## src/rtl/escalonador_bordas.sv

```systemverilog
// Two-channel rising-edge scheduler with round-robin grant of one shared resource.
// Ports: clk, rst (sync, active-low), entrada[1:0], ack, limpa_perdido -> grant, pendente, ocupado, perdido.
module escalonador_bordas #(
    parameter int HOLD_CYCLES = 4,
    parameter int CNT_W       = 8
) (
    input  logic       clk,
    input  logic       rst,
    input  logic [1:0] entrada,
    input  logic       ack,
    input  logic       limpa_perdido,
    output logic [1:0] grant,
    output logic [1:0] pendente,
    output logic       ocupado,
    output logic [1:0] perdido
);

    localparam logic [1:0] IDLE  = 2'd0;
    localparam logic [1:0] GRANT = 2'd1;
    localparam logic [1:0] GAP   = 2'd2;

    localparam logic [CNT_W-1:0] HOLD_MAX = CNT_W'(HOLD_CYCLES);
    localparam logic [CNT_W-1:0] CNT_ONE  = CNT_W'(1);

    logic [1:0]       estado;
    logic [1:0]       estado_prox;
    logic [1:0]       entrada_delay;
    logic [1:0]       borda;
    logic [1:0]       escolha;
    logic [1:0]       concede;
    logic [CNT_W-1:0] contador;
    logic             ultimo;
    logic             fim_janela;

    always_comb begin
        borda = entrada & ~entrada_delay;
    end

    // On a tie the channel that was not served last wins.
    always_comb begin
        escolha = 2'b00;
        unique case (1'b1)
            (pendente == 2'b11): escolha = ultimo ? 2'b01 : 2'b10;
            (pendente == 2'b01): escolha = 2'b01;
            (pendente == 2'b10): escolha = 2'b10;
            default:             escolha = 2'b00;
        endcase
    end

    // Only a decision taken in IDLE consumes a pending request.
    always_comb begin
        concede = (estado == IDLE) ? escolha : 2'b00;
    end

    always_comb begin
        fim_janela = ack || (contador == HOLD_MAX);
    end

    always_comb begin
        estado_prox = estado;
        case (estado)
            IDLE:    if (|pendente) estado_prox = GRANT;
            GRANT:   if (fim_janela) estado_prox = GAP;
            GAP:     estado_prox = IDLE;
            default: estado_prox = IDLE;
        endcase
    end

    always_ff @(posedge clk) begin
        if (!rst) begin
            entrada_delay <= 2'b00;
            estado        <= IDLE;
            ocupado       <= 1'b0;
            pendente      <= 2'b00;
            perdido       <= 2'b00;
            grant         <= 2'b00;
            contador      <= '0;
            ultimo        <= 1'b1;
        end else begin
            entrada_delay <= entrada;
            estado        <= estado_prox;
            ocupado       <= (estado_prox != IDLE);
            // A fresh edge re-arms a request even on the cycle it is granted.
            pendente      <= borda | (pendente & ~concede);
            // A new flag in the same cycle as a clear takes precedence.
            perdido       <= (borda & pendente & ~concede)
                           | (perdido & {2{~limpa_perdido}});
            case (estado)
                IDLE: begin
                    if (|concede) begin
                        grant    <= concede;
                        contador <= CNT_ONE;
                        ultimo   <= concede[1];
                    end
                end
                GRANT: begin
                    if (fim_janela) begin
                        grant    <= 2'b00;
                        contador <= '0;
                    end else begin
                        contador <= contador + CNT_ONE;
                    end
                end
                default: begin
                    grant    <= 2'b00;
                    contador <= '0;
                end
            endcase
        end
    end

endmodule

```

## config.mk

```make
export PLATFORM = sky130hd
export DESIGN_NAME = escalonador_bordas
export DESIGN_NICKNAME = d
export VERILOG_FILES = /design/src/rtl/escalonador_bordas.sv
export SDC_FILE = /design/constraint.sdc
export NUM_CORES = 1
export LEC_CHECK = 0
export BUFFER_PORTS_ARGS = -buffer_cell sky130_fd_sc_hd__buf_2
export CELL_PAD_IN_SITES_DETAIL_PLACEMENT = 1
export CELL_PAD_IN_SITES_GLOBAL_PLACEMENT = 1
export CORE_MARGIN = 1.5
export CORE_UTILIZATION = 46
export DETAILED_ROUTE_END_ITERATION = 8
export PLACE_DENSITY = 0.86
export SYNTH_ARGS = -nofsm -noshare
export SYNTH_HDL_FRONTEND = slang
export SYNTH_SLANG_ARGS = --single-unit
```

## constraint.sdc

```tcl
create_clock -name clk -period 2.5 [get_ports clk]
set_clock_uncertainty 0.1 [all_clocks]
set_input_delay 0.375 -clock clk [delete_from_list [all_inputs] [get_ports clk]]
set_output_delay 0.375 -clock clk [all_outputs]
set_load 0.01 [all_outputs]
```

Yosys cells after proc, flatten, opt, wreduce, memory -nomap -nowiden
Index checks and enable logic that the tools add are counted.
- bitwise logic cells: 10
- $add $sub $neg: 1
- $lt $le $gt $ge: 0
- equality and inequality tests: 7
- muxes and demuxes: 12
- divide/modulo/power cells: 0
- multiply operators: 0
- reduce and logical (&&, ||, !) cells: 7
- shifts and indexed selects: 0
- operators with widths (kind ; count):
    two-way mux 8 bit ; 2
    one-hot mux 8 bit (2 select lines) ; 1
    two-way mux 2 bit ; 6
    AND 2 bit ; 5
    adder 8 x 1 -> 8 bit, second input constant ; 1
    == test 8 x 3 -> 1 bit, second input constant ; 1
    one-hot mux 2 bit (2 select lines) ; 2
    one-hot mux 2 bit (3 select lines) ; 1
    == test 2 x 1 -> 1 bit, second input constant ; 2
    == test 2 bit, second input constant ; 2
    inverter 2 bit ; 2
    bitwise OR 2 bit ; 2
    AND reduction 2 bit ; 2
    OR reduction 2 bit ; 2
    logical NOT 2 bit ; 1
    != test 2 x 1 -> 1 bit, second input constant ; 1
    != test 2 bit, second input constant ; 1
    nonzero test 2 bit ; 1
    logical OR 1 bit ; 1
    inverter 1 bit ; 1
- latch bits: 0
- memory bits (read-only): 0
- register bits: 20
- memories: 0
- input port bits: 6
- output and inout port bits: 7
- RAM bits: 0
- logic and storage cells: 45

Depth between registers and ports, before layout
Gate-level depths: netlist of run 1.
- word-level depth: 6
- mapped depth: 5
- depth with buffers taken out: 5

Least setup slack after synthesis of run 1
Ideal clock, no wire load.
- path kind: reg-to-reg
- start: register pendente[1]
- end: register contador[1]
- period minus slack after synthesis: 1.550 ns
- setup time: 0.086 ns
- path buffers: 2
- cell stages (with the launch flop): 5
- arrival: 1.364 ns
- setup slack: 0.950 ns
- required time: 2.314 ns
- cell sequence: dfxtp_1 -> buf_6 -> or4_1 -> buf_2 -> a221oi_2
- longest elaborated chain between the ends: 5
- elaborated cells on any way between the ends: 7
- those cells by class: eq/ne (4); mux (2); reduce/logical (1)
- ends and longest elaborated chain (item ; line ; source):
    start: declaration ; 13 ; output logic [1:0] pendente,
    start signal: assignment ; 84 ; pendente <= borda | (pendente & ~concede);
    == test 2 bit, or another cell as far along ; 45 ; (pendente == 2'b10): escolha = 2'b10;
    one-hot mux 2 bit (3 select lines) (*) ; 42 ; unique case (1'b1)
    two-way mux 2 bit (*) ; 52 ; concede = (estado == IDLE) ? escolha : 2'b00;
    OR reduction 2 bit (*) ; 90 ; if (|concede) begin
    != test 2 x 1 -> 1 bit (no line) (*) ; n/a ;
    end signal: assignment ; 101 ; contador <= contador + CNT_ONE;
    end: declaration ; 31 ; logic [CNT_W-1:0] contador;
Every way passes the cells marked *; elsewhere a longest branch is shown, timed or not.
A chain may end at the register's enable or synchronous reset.

Worst setup path after layout of run 1
- start: register contador[2]
- end: register estado[1]
- longest elaborated chain between the ends: 4
- ends and longest elaborated chain (item ; line ; source):
    == test 8 x 3 -> 1 bit ; 56 ; fim_janela = ack || (contador == HOLD_MAX);
    logical OR 1 bit ; 56 ;
    two-way mux 2 bit ; 63 ; GRANT: if (fim_janela) estado_prox = GAP;
    one-hot mux 2 bit (2 select lines) ; 61 ; case (estado)
    end signal: assignment ; 81 ; estado <= estado_prox;
    end: declaration ; 25 ; logic [1:0] estado;
No other way between the ends.

==> flow_metrics.env, run 1 <==
export IMPL_final_period_minus_worst_setup_slack_ns=1.776
export IMPL_drive_gt1_share_pct=26.09
export IMPL_dp_cells=138
export IMPL_grt_usage_pct=20.94
export IMPL_grt_first_pass_wirelength_mm=3.857
export IMPL_die_x_um=49.88
export IMPL_grt_pass1_vias=832
export IMPL_crit_type="flip-flop to flip-flop"
export IMPL_drtAntennaViolNets=0
export IMPL_drt_iter0_markers=10
export IMPL_async_flop_share_pct=0
export IMPL_path_max_fanout=5
export IMPL_synthTopCellsByArea="dfxtp_1 40%, a221oi_2 8.9%, a21oi_1 4.5%, inv_1 2.6%, nand2_1 2.6%"
export IMPL_post_cts_resized=0
export IMPL_rsz0062_at_grt="no"
export IMPL_antenna_cells=0
export IMPL_instances_no_fill=142
export IMPL_rows=16
export IMPL_port_buffers=12
export IMPL_worstPathArrival_ns=1.90
export IMPL_hold_depth=2
export IMPL_synth_edff_count=0
export IMPL_combPwrFrac_pct=16.1
export IMPL_tightest_slew_ns=0.7852
export IMPL_maxCapViolCount=0
export IMPL_min_path_type="primary input to flip-flop"
export IMPL_fill_cells=242
export IMPL_fp_dieH_um=49.88
export IMPL_yosys_area_top_type="dfxtp_1"
export IMPL_endpoint_kind="flip-flop"
export IMPL_initial_core_util_pct=50.00
export IMPL_finalPower_uw=655.9
export IMPL_fin_tns_setup_ns=0
export IMPL_nets=124
export IMPL_route_detailed_drc=0
export IMPL_wl_met1_mm=1.102
export IMPL_reg2regPathDepth=3
export IMPL_area_growth_syn_to_layout_pct=10.52
export IMPL_route_met2_wl_mm=1.148
export IMPL_drv_slew=0
export IMPL_p_clk_share_pct=29.5
export IMPL_antenna_found_initial=0
export IMPL_hold_viol=0
export IMPL_avgSynthCellArea_sq_um=9.815
export IMPL_worstSetupStartpoint="contador[2]"
export IMPL_place_gp_congestion=0.8231
export IMPL_startpoint_type="flip-flop"
export IMPL_wirelength_mm=2.335
export IMPL_synthCells=103
export IMPL_powerDensity_nw_per_um2=587.0
export IMPL_cts_tree="yes"
export IMPL_setup_viol=0
export IMPL_yosysTopAreaCellShare_pct=39.60
export IMPL_highest_layer="met4"
export IMPL_overflow=0
export IMPL_numCtsBuffers=3
export IMPL_holdPathEnd="entrada_delay[1]"
export IMPL_post_cts_buffers=0
export IMPL_clock_sinks=20
export IMPL_cts_reportedPaths_clkPinSlew_ns=0.12
export IMPL_ys_ff_latch=20
export IMPL_worstPathRequired_ns=2.62
export IMPL_routed_via_count=843
export IMPL_status="finished, final reports clean"
export IMPL_dpl_hpwl_mm=1.709
export IMPL_leakagePower_uw=0.0003940
export IMPL_pin_count=13
export IMPL_sw_frac_of_total_pct=28.54
export IMPL_syn_nets=111
export IMPL_r2r_start="contador[2]"
export IMPL_viasPerCell=5.937
export IMPL_htree_levels=1
export IMPL_irDropWorstVdd_mv=0.3789
export IMPL_worstSkewPairLatency_ns=0.31
export IMPL_wl_met3_um=39
export IMPL_relSlewSlack_pct=47.54
export IMPL_r2r_setup_slack_ns=0.72
export IMPL_p_sw_uw=187.2
export IMPL_r2r_end="estado[1]"
export IMPL_grt_max_degree=17
export IMPL_period_share_pct=71.06
export IMPL_wl_per_cell_um=16.44
export IMPL_max_freq_mhz=562.9
export IMPL_ys_seq_area_share_pct=39.60
export IMPL_yosysWarnings=0
export IMPL_first_pass_iters=4
export IMPL_min_delay_start="entrada[1]"
export IMPL_hold_buffers=0
export IMPL_core_sq_um=2022
export IMPL_netlist_area_sq_um=1011
export IMPL_cts_path_max_buffers=2
export IMPL_ys_types=38
export IMPL_root_buffer="clkbuf_4"
export IMPL_die_area_sq_um=2488
export IMPL_synth_top_flop_cell="dfxtp_1"
export IMPL_seq_power_share_pct=54.4
export IMPL_internal_power_uw=468.7
==> through the flow <==
stage                     hold slack, ns  util, %  setup slack, ns  cell area, sq um
final                             0.1975    55.26           0.7235              1117
after global routing              0.1843    55.26           0.6131              1117
after CTS                         0.1910    55.26           0.7446              1117
after detailed placement          0.3660    53.47           0.7528              1081
after global placement            0.3584    53.47           0.8315              1081
after floorplan                   0.3772        -           0.9499              1011
==> cell usage in the layout, fill, tap and decap left out, drive strengths merged, types with 2 or more instances in the layout <==
cell type	n
nand2b	4
a211oi	3
o21ai	5
or3	3
or4	3
clkbuf	4
a211o	2
nor4b	2
a21oi	9
nand2	7
nand4	2
inv	7
a221oi	6
buf	12
nor3	2
o21a	2
ha	2
a21o	2
dfxtp	20
and2	2
o31ai	3
==> cell families after synthesis <==
group | Yosys count | share of synthesized area [%]
xor+xnor | 1 | 0.8665
flops | 20 | 39.60
buf+inv | 11 | 4.951
simple gates | 32 | 21.04
fa+ha+maj | 2 | 2.475
compound gates | 37 | 31.06
==> cell usage after synthesis (2+ instances only) <==
cell type and n:
a21oi_1 9, inv_1 7, nand2b_1 4, dfxtp_1 20, a221oi_2 6, o21ai_0 5, o31ai_1 3, or4_1 3
clkbuf_1 2, and2_1 2, a211oi_1 3, nand4_1 2, or3_1 3, o21a_1 2, nor3_1 2, nand2_1 7
ha_1 2
==> cell type report <==
class,instances,area [sq um],area share (%)
Tap cell,27,33.78,3.024
Sequential cell,20,400.4,35.83
Timing Repair Buffer,12,60.06,5.375
Multi-Input combinational cell,72,560.5,50.17
Clock buffer,4,36.28,3.247
Inverter,7,26.28,2.352
==> worst max path at each step <==
stage | endpoint | slack [ns] | depth (start not counted)
after floorplan | contador[1] | 0.95 | 4
after global placement | contador[2] | 0.83 | 3
after detailed placement | contador[7] | 0.75 | 3
after CTS | contador[7] | 0.74 | 3
after global routing | contador[7] | 0.61 | 3
final | estado[1] | 0.72 | 3
==> sequential cells by signal, summed over array words and instances, names as in the netlist <==
| register | flops |
|---|---|
| contador | 8 |
| entrada_delay | 2 |
| estado | 2 |
| grant | 2 |
| pendente | 2 |
| perdido | 2 |
| ocupado | 1 |
| ultimo | 1 |
==> critical path: stages, from the launching register on <==
cell and delay, ns:
dfxtp_1 0.43, nor3b_1 0.68, a21oi_1 0.17, nor4b_1 0.30
==> power groups by stage <==
stage,clock (uW),combinational [uW],sequential [uW]
6_report,193,106,357
5_1_grt,208,118,360
4_1_cts,196,106,356
3_5_place_dp,0,106,364
3_3_place_gp,0,100,362
2_1_floorplan,0,80.8,358
==> metal layers <==
metal / up-vias / GRT usage [%]
met2: 13 / 36.00
met3: 5 / 2.727
met4: 0 / 8.333
met5: - / 0
met1: 408 / 26.27
li1: 417 / -
Power figures use the tool's default switching activity.
==> run 2: changes to the inputs <==
- CORE_UTILIZATION: 46 -> 38
- PLACE_DENSITY: 0.86 -> 0.77
- clock period: 2.5 -> 1.58 ns (I/O delays scaled with it)
==> run 2 against run 1 <==
  * Final area up 15%
  * Wire length grew 23%
  * Flip-flop and latch count stayed put
  * Via count increased by 8.4%
  * Global-route usage up 0.34 points
  * Sequential power rose by 57%
==> flow_metrics.env, run 2 (synthesis results as in run 1) <==
export IMPL_period_share_pct=99.10
export IMPL_die_x_um=54.58
export IMPL_grt_first_pass_wirelength_mm=4.402
export IMPL_drive_gt1_share_pct=42.86
export IMPL_first_pass_iters=4
export IMPL_leakagePower_uw=0.0004704
export IMPL_drv_slew=0
export IMPL_route_detailed_drc=0
export IMPL_worstSkewPairLatency_ns=0.31
export IMPL_max_freq_mhz=638.7
export IMPL_antenna_cells=0
export IMPL_cts_path_max_buffers=2
export IMPL_cts_tree="yes"
export IMPL_setup_viol=0
export IMPL_min_path_type="primary input to flip-flop"
export IMPL_hold_buffers=0
export IMPL_final_period_minus_worst_setup_slack_ns=1.566
export IMPL_crit_type="flip-flop to flip-flop"
export IMPL_status="finished, final reports clean"
export IMPL_postLayoutCoreUtil_pct=51.45
export IMPL_antenna_found_initial=0
export IMPL_path_max_fanout=8
export IMPL_critical_path_top_delay_family="compound AO/OA/AOI/OAI gates"
export IMPL_maxCapViolCount=0
export IMPL_crit_buf_inv=0
export IMPL_nets=135
export IMPL_largest_register="contador"
export IMPL_slowest_delay_ns=0.44
export IMPL_initial_core_util_pct=40.44
export IMPL_htree_levels=1
export IMPL_hold_viol=0
export IMPL_root_buffer="clkbuf_4"
export IMPL_tightest_slew_ns=0.6714
export IMPL_crit_path_top_delay_cell="or3b_4"
export IMPL_dpl_cell_area_sq_um=1145
export IMPL_place_gp_congestion=0.7170
export IMPL_largest_reg_flops=8
export IMPL_path_cells="or3b_4 -> a21o_4 -> a221oi_2"
export IMPL_grt_usage_pct=21.29
export IMPL_drt_iter0_markers=13
export IMPL_viasPerCell=5.859
export IMPL_die_area_sq_um=2979
export IMPL_layout_commonest_cell="dfxtp_1"
export IMPL_wl_per_cell_um=18.44
export IMPL_wirelength_mm=2.877
export IMPL_powerDensity_nw_per_um2=967.6
export IMPL_fin_area_sq_um=1286
export IMPL_port_buffers=12
export IMPL_grt_pass1_vias=923
export IMPL_area_growth_syn_to_layout_pct=27.23
export IMPL_drtAntennaViolNets=0
export IMPL_finalPower_uw=1245
export IMPL_core_sq_um=2500
export IMPL_cts_reportedPaths_clkPinSlew_ns=0.13
export IMPL_rows=18
export IMPL_numCtsBuffers=3
export IMPL_fp_dieH_um=54.58
export IMPL_worstPathArrival_ns=1.69
export IMPL_irDropWorstVdd_mv=0.4546
export IMPL_relSlewSlack_pct=55.19
export IMPL_routed_via_count=914
export IMPL_grt_max_degree=17
export IMPL_overflow=0
export IMPL_mostFrequentLayoutCells="14 x dfxtp_1, 12 x buf_2, 10 x buf_4, 8 x a21oi_1, 7 x nand2_1"
export IMPL_dpl_hpwl_mm=1.893
export IMPL_rsz0062_at_grt="yes"
export IMPL_startpoint_type="flip-flop"
export IMPL_endpoint_kind="flip-flop"
export IMPL_clock_sinks=20
export IMPL_pin_count=13
export IMPL_worstPathRequired_ns=1.70
-- run 2: changes by cell type in the layout (fill, tap and decap cells not counted), moves of 2 or more --
cell / delta
inv_1: -2
buf_4: +10
dfxtp_2: +3
dfxtp_4: +3
inv_2: +2
dfxtp_1: -6
-- run 2: routing by layer --
metal / global-route usage [%] / part of all wire [%] / routed length [um]
met3: 2.459 / 2.8 / 81
met4: 8.750 / 0.97 / 28
met5: 0 / 0 / 0
met1: 25.88 / 44 / 1261
met2: 37.50 / 52 / 1506
-- run 2: worst reg2reg max path: stages, from the launching register on --
cell	delay, ns
dfxtp_2	0.43
or3b_4	0.45
a21o_4	0.26
a221oi_2	0.25
-- run 2: stage by stage --
stage	setup TNS, ns	hold WS (ns)	setup WS, ns	instances
6_report	0	0.03620	0.01420	156
2_1_floorplan	0	0.2547	0.02985	103
5_1_grt	-0.2353	0.04772	-0.05650	156
3_3_place_gp	0	0.3555	0.05292	149
3_5_place_dp	-0.04592	0.3634	-0.04548	149
4_1_cts	-0.003476	0.02770	-0.003476	155
-- run 2: final timing paths --
kind | depth (start not counted) | end | startpoint | slack [ns]
max | 3 | contador[3] | estado[0] | 0.01
min | 2 | entrada_delay[1] | entrada[1] | 0.04
max reg2reg | 3 | contador[3] | estado[0] | 0.01
min reg2reg | 2 | perdido[1] | perdido[1] | 0.38
-- run 2: report_power, final --
group	internal [uW]	total [uW]	leakage, uW	switching (uW)
combinational	117	251	0.000276	134
sequential	530	562	0.000167	32.4
clock	256	431	0.0000279	175
total	904	1240	0.000470	341
-- run 2: layout make-up --
type                       instances  area, sq um
multi-input combinational         72        608.1
clock inverter                     1        30.03
sequential                        20        415.4
tap                               30        37.54
clock buffer                       3        22.52
timing repair buffer              23        146.4
inverter                           7        26.28
fill                             300         1214
-- run 2: what timing repair did --
item,in CTS,in global routing
resized for setup,6,14
setup buffers,3,1
setup endpoints to repair,10,13
pin swaps,2,8
